`config.mk`:
```
export PLATFORM = sky130hd
export DESIGN_NAME = pipeline_hazard_ctrl
export DESIGN_NICKNAME = d
export VERILOG_FILES = /design/src/rtl/pipeline_hazard_ctrl_pkg.sv /design/src/rtl/pipeline_hazard_ctrl_load_use_detect.sv /design/src/rtl/pipeline_hazard_ctrl.sv
export SDC_FILE = /design/constraint.sdc
export NUM_CORES = 1
export LEC_CHECK = 0
export BUFFER_PORTS_ARGS = -buffer_cell sky130_fd_sc_hd__buf_4
export CAP_MARGIN = 20
export CORE_MARGIN = 2
export CORE_UTILIZATION = 43
export DETAILED_ROUTE_END_ITERATION = 16
export PLACE_DENSITY = 0.74
export SYNTH_ARGS = -nofsm -noshare
export SYNTH_HDL_FRONTEND = slang
export SYNTH_SLANG_ARGS = --single-unit
```
`constraint.sdc`:
```
create_clock -name clk -period 1.6 [get_ports clk]
set_input_delay 0.32 -clock clk [delete_from_list [all_inputs] [get_ports clk]]
set_output_delay 0.32 -clock clk [all_outputs]
set_load 0.01 [all_outputs]
```
`src/rtl/pipeline_hazard_ctrl_pkg.sv`:
```
// Shared types and constants for the pipeline hazard controller.
package pipeline_hazard_ctrl_pkg;

  typedef enum logic [0:0] {
    RUN   = 1'b0,
    DRAIN = 1'b1
  } hazard_state_t;

  localparam int unsigned ZERO_REG_IDX = 32'd0;

endpackage

```
`src/rtl/pipeline_hazard_ctrl_load_use_detect.sv`:
```
// Combinational load-use hazard detector: the load in EX feeds a source read in ID.
module load_use_detect
  import pipeline_hazard_ctrl_pkg::*;
#(
  parameter int REG_ADDR_W = 5
) (
  input  logic                  idex_mem_read_i,
  input  logic [REG_ADDR_W-1:0] idex_rd_i,
  input  logic [REG_ADDR_W-1:0] ifid_rs1_i,
  input  logic [REG_ADDR_W-1:0] ifid_rs2_i,
  input  logic                  ifid_uses_rs1_i,
  input  logic                  ifid_uses_rs2_i,
  output logic                  load_use_o
);

  logic rs1_hit_s;
  logic rs2_hit_s;
  logic rd_live_s;

  assign rs1_hit_s  = ifid_uses_rs1_i & (ifid_rs1_i == idex_rd_i);
  assign rs2_hit_s  = ifid_uses_rs2_i & (ifid_rs2_i == idex_rd_i);
  // Writes to the zero register never produce a value worth waiting for.
  assign rd_live_s  = (idex_rd_i != REG_ADDR_W'(ZERO_REG_IDX));
  assign load_use_o = idex_mem_read_i & rd_live_s & (rs1_hit_s | rs2_hit_s);

endmodule

```
`src/rtl/pipeline_hazard_ctrl.sv`:
```
// Stall/flush sequencer for the 5-stage pipeline; owns one deferred redirect (DRAIN).
// Optional PIPE_HAZARD_PERF_EN adds stall/bubble/redirect performance counters.
module pipeline_hazard_ctrl
  import pipeline_hazard_ctrl_pkg::*;
#(
  parameter int XLEN       = 32,
  parameter int REG_ADDR_W = 5
) (
  input  logic                  clk,
  input  logic                  rst,
  input  logic                  imem_stall,
  input  logic                  dmem_stall,
  input  logic                  ex_redirect,
  input  logic [XLEN-1:0]       ex_target,
  input  logic                  idex_mem_read,
  input  logic [REG_ADDR_W-1:0] idex_rd,
  input  logic [REG_ADDR_W-1:0] ifid_rs1,
  input  logic [REG_ADDR_W-1:0] ifid_rs2,
  input  logic                  ifid_uses_rs1,
  input  logic                  ifid_uses_rs2,
  output logic                  pc_en,
  output logic                  pc_redirect,
  output logic [XLEN-1:0]       pc_redirect_target,
  output logic                  ifid_en,
  output logic                  idex_en,
  output logic                  exmem_en,
  output logic                  memwb_en,
  output logic                  ifid_flush,
  output logic                  idex_flush,
  output logic                  drain_busy
`ifdef PIPE_HAZARD_PERF_EN
  ,
  output logic [31:0]           stall_cycles,
  output logic [31:0]           bubble_cnt,
  output logic [31:0]           redirect_cnt
`endif
);

  hazard_state_t   state_q, state_d;
  logic [XLEN-1:0] saved_target_q, saved_target_d;
  logic            load_use_s;

  load_use_detect #(
    .REG_ADDR_W(REG_ADDR_W)
  ) u_load_use_detect (
    .idex_mem_read_i (idex_mem_read),
    .idex_rd_i       (idex_rd),
    .ifid_rs1_i      (ifid_rs1),
    .ifid_rs2_i      (ifid_rs2),
    .ifid_uses_rs1_i (ifid_uses_rs1),
    .ifid_uses_rs2_i (ifid_uses_rs2),
    .load_use_o      (load_use_s)
  );

  // Output decode and next-state selection from the current state and hazards.
  always_comb begin
    state_d            = state_q;
    saved_target_d     = saved_target_q;
    pc_en              = 1'b0;
    pc_redirect        = 1'b0;
    pc_redirect_target = {XLEN{1'b0}};
    ifid_en            = 1'b0;
    idex_en            = 1'b0;
    exmem_en           = 1'b0;
    memwb_en           = 1'b0;
    ifid_flush         = 1'b0;
    idex_flush         = 1'b0;
    drain_busy         = 1'b0;
    if (!rst) begin
      state_d = RUN;
    end else begin
      case (state_q)
        RUN: begin
          pc_redirect_target = ex_target;
          if (dmem_stall) begin
            // Whole pipe freezes; EX re-presents any redirect once MEM completes.
            pc_en = 1'b0;
          end else if (ex_redirect) begin
            ifid_en    = 1'b1;
            idex_en    = 1'b1;
            exmem_en   = 1'b1;
            memwb_en   = 1'b1;
            ifid_flush = 1'b1;
            idex_flush = 1'b1;
            if (imem_stall) begin
              saved_target_d = ex_target;
              state_d        = DRAIN;
            end else begin
              pc_en       = 1'b1;
              pc_redirect = 1'b1;
            end
          end else if (load_use_s) begin
            idex_en    = 1'b1;
            idex_flush = 1'b1;
            exmem_en   = 1'b1;
            memwb_en   = 1'b1;
          end else if (imem_stall) begin
            ifid_en    = 1'b1;
            ifid_flush = 1'b1;
            idex_en    = 1'b1;
            exmem_en   = 1'b1;
            memwb_en   = 1'b1;
          end else begin
            pc_en    = 1'b1;
            ifid_en  = 1'b1;
            idex_en  = 1'b1;
            exmem_en = 1'b1;
            memwb_en = 1'b1;
          end
        end
        DRAIN: begin
          drain_busy         = 1'b1;
          ifid_en            = 1'b1;
          ifid_flush         = 1'b1;
          pc_redirect_target = saved_target_q;
          idex_en            = ~dmem_stall;
          exmem_en           = ~dmem_stall;
          memwb_en           = ~dmem_stall;
          idex_flush         = ~dmem_stall;
          // The wrong-path response lands now and is squashed by the IF/ID flush.
          if (imem_stall) begin
            pc_en = 1'b0;
          end else begin
            pc_en       = 1'b1;
            pc_redirect = 1'b1;
            state_d     = RUN;
          end
        end
        default: begin
          state_d = RUN;
        end
      endcase
    end
  end

  // FSM state and deferred redirect target.
  always_ff @(posedge clk or negedge rst) begin
    if (!rst) begin
      state_q        <= RUN;
      saved_target_q <= {XLEN{1'b0}};
    end else begin
      state_q        <= state_d;
      saved_target_q <= saved_target_d;
    end
  end

`ifdef PIPE_HAZARD_PERF_EN
  logic [31:0] stall_cycles_q, bubble_cnt_q, redirect_cnt_q;

  // Free-running wrap-around performance counters.
  always_ff @(posedge clk or negedge rst) begin
    if (!rst) begin
      stall_cycles_q <= 32'd0;
      bubble_cnt_q   <= 32'd0;
      redirect_cnt_q <= 32'd0;
    end else begin
      stall_cycles_q <= stall_cycles_q + {31'd0, dmem_stall};
      bubble_cnt_q   <= bubble_cnt_q + {31'd0, idex_en & idex_flush};
      redirect_cnt_q <= redirect_cnt_q + {31'd0, pc_redirect};
    end
  end

  assign stall_cycles = stall_cycles_q;
  assign bubble_cnt   = bubble_cnt_q;
  assign redirect_cnt = redirect_cnt_q;
`endif

endmodule
```
==> impl_metrics.toml <==
[clock_network]
clock-sinks = 33
h-tree-depth = 2
hold_buffers = 0
cts.clk_slew.worst_paths_ns = 0.07
cts_tree = "done"
root_buffer = "clkbuf_8"
clockBufferDepth = 2
cts_buffers = 5
insertion_delay_ns = 0.28

[power_and_ir_drop]
swShare_pct = 26.04
vdd_drop_max_mv = 0.4889
powerDensity_nw_per_um2 = 780.9
p_leak_nw = 1.495
p_comb_share_pct = 31.9
p_switching_mw = 0.6613
internal_power_mw = 1.878
p_clk_share_pct = 23.3
seqPwrFrac_pct = 44.8

[detailed_routing]
first_pass_iters = 4
drtIter0Drc = 69
via_count = 1652
drt_wl_total_mm = 5.254
antenna_left = 0
drc_errors = 0
via_per_inst = 4.747
wl_per_cell_um = 15.10

[place]
pre_cts_slack_ns = -0.2541
dp_cells = 334
dp_hpwl_mm = 3.609
placed_cell_area_um2 = 2945
port-buffer-count = 95
place.gp.congestion = 0.7640

[cells_and_area]
mostFrequentLayoutCell = "buf_4"
drive_gt1_share_pct = 58.01
area_growth_pct = 50.58
final_area_um2 = 3252
n_antenna_cell = 0
final_cell_mix = "buf_4, nor2b_1, mux2_4, dfrtp_1, mux2i_1"
final_cells = 348
utilization_pct = 67.95
nNetsFinal = 335

[outcome]
status = "finished, violations left"
violations = "setup timing"

[worst_setup_path]
start_kind = "input pin"
r2r_slack_ns = -0.06
cp.required_ns = 1.28
cp_max_fo = 3
worstPathArrival_ns = 1.56
timing.rr.start = "state_q"
r2r-end = "saved_target_q[22]"
end_kind = "primary output"
startpoint = "idex_rd[1]"
worst-r2r-cell-count = 4
critPathCapture = "ifid_flush"
critPathKind = "input pin to primary output"

[grt]
grt_use_total_pct = 18.59
grt_antenna_before_repair = 0
gr-total-overflow = 0
grt_pass1_vias = 1606
grt_max_degree = 37
grt_pass1_wl_mm = 7.762

[synthesis]
syn_inst = 173
synth.largest_area_cell = "dfrtp_1"
synthAdderAreaFrac_pct = 0
syn_area_per_cell_um2 = 12.48
synth.area.mux_share_pct = 36.73
synth_compound_area_share_pct = 1.738
ys_types = 25
ys_warn_count = 0
synth-simple-area-share_pct = 13.50
ys_seq_elements = 33
yosysSeqAreaShare_pct = 38.24
synthDominantCellAreaShare_pct = 38.24
synth_top_family_by_area = "multiplexers"
ys_top_cells_by_area = "dfrtp_1, mux2_4, mux2i_1"
synth-xor-area-share_pct = 4.056
synthesis.nets = 228
syn_area_um2 = 2160

[hold_path]
hp-class = "input pin to async pin"

[floorplanning]
core_um2 = 4786
num_io_pins = 96
die_w_um = 74.87
start_util_pct = 45.12
die_area_um2 = 5605
dieHeight_um = 74.87
row_count = 25

[sta]
hold_viol = 0
fmax_ghz = 0.5322
setup_viol = 63
clock-skew-final_ns = 0.004425
finalCritPeriodShare_pct = 117.4
drv_slew = 0
slew_headroom_pct = 76.52
rsz0062_at_grt = "yes"
tightest_slew_ns = 0.3522
setup_slack_ns = -0.2789
min_period_ns = 1.879

[flow_run]
max-cap-violations = 0
-- power by group through the flow --
stage / combinational (mW) / sequential (mW) / clock (mW)
floorplan: 0.476 / 1.11 / 0
global placement: 0.736 / 1.13 / 0
detailed placement: 0.754 / 1.14 / 0
CTS: 0.790 / 1.13 / 0.613
global route: 0.875 / 1.16 / 0.652
finish: 0.810 / 1.14 / 0.592
-- through the flow --
stage                     power (mW)  setup TNS [ns]  hold WS (ns)
after floorplan                1.588         -0.1220       0.02441
after global placement         1.869         -0.8814        0.3511
after detailed placement       1.895         -0.9630        0.3511
after CTS                      2.537          -4.851       0.05094
after global routing           2.687          -10.01       0.07110
final                          2.539          -6.732       0.05352
-- flip-flops by register name, summed over array words and instances (netlist names) --
signal          count
state_q             1
saved_target_q     32
-- final cells by class --
cell class                      instances  area [um2]
Fill cell                             375        1534
Multi-Input combinational cell        126        1282
Timing Repair Buffer                  113       974.7
Sequential cell                        33       827.0
Tap cell                               67       83.83
Clock buffer                            8       80.08
Inverter                                1       3.754
-- worst min-delay path by stage --
stage / start / endpoint / slack [ns]
after floorplan: rst / saved_target_q[0] / 0.02
after global placement: rst / saved_target_q[28] / 0.35
after detailed placement: rst / saved_target_q[28] / 0.35
after CTS: rst / saved_target_q[28] / 0.05
after global routing: rst / saved_target_q[28] / 0.07
final: rst / saved_target_q[28] / 0.05
-- routing by layer --
metal / vias to the layer above / GRT usage [%] / part of all wire (%)
li1: 806 / - / -
met3: 4 / 4.016 / 4.0
met2: 43 / 31.77 / 53
met1: 799 / 23.96 / 42
met5: - / 0 / 0
met4: 0 / 4.762 / 0.69
-- cell families (layout without fill, tap and decap cells) --
group           Yosys count  after routing
compound gates            5              5
xor+xnor                 10             10
buf+inv                  14            122
flops                    33             33
mux                      64             64
simple gates             47             47
-- timing repair --
item | in CTS | in global routing
pin swaps | 2 | 3
endpoints found under the hold margin | 0 | 0
gates cloned | 2 | 1
endpoints found under the setup margin | 37 | 37
resized for setup | 18 | 9
buffers inserted | 2 | 2
-- synthesized netlist by cell type, drive strengths merged --
cell type and n:
o22ai 1, o2bb2ai 1, xnor2 10, nor3 2, nand4 2, and4b 1, buf 10, a21oi 1
o31a 1, dfrtp 33, nor2b 35, and2 1, nor2 3, inv 1, clkbuf 3, mux2i 32
nand2 2, or4 1, mux2 32, o21ai 1
-- worst max-delay path: stages --
cell       delay [ns]
buf_6            0.09
or4_4            0.55
o21ai_4          0.15
nor3_1           0.08
o2bb2ai_2        0.15
nor2_1           0.10
buf_4            0.12
Power figures use the tool's default switching activity.
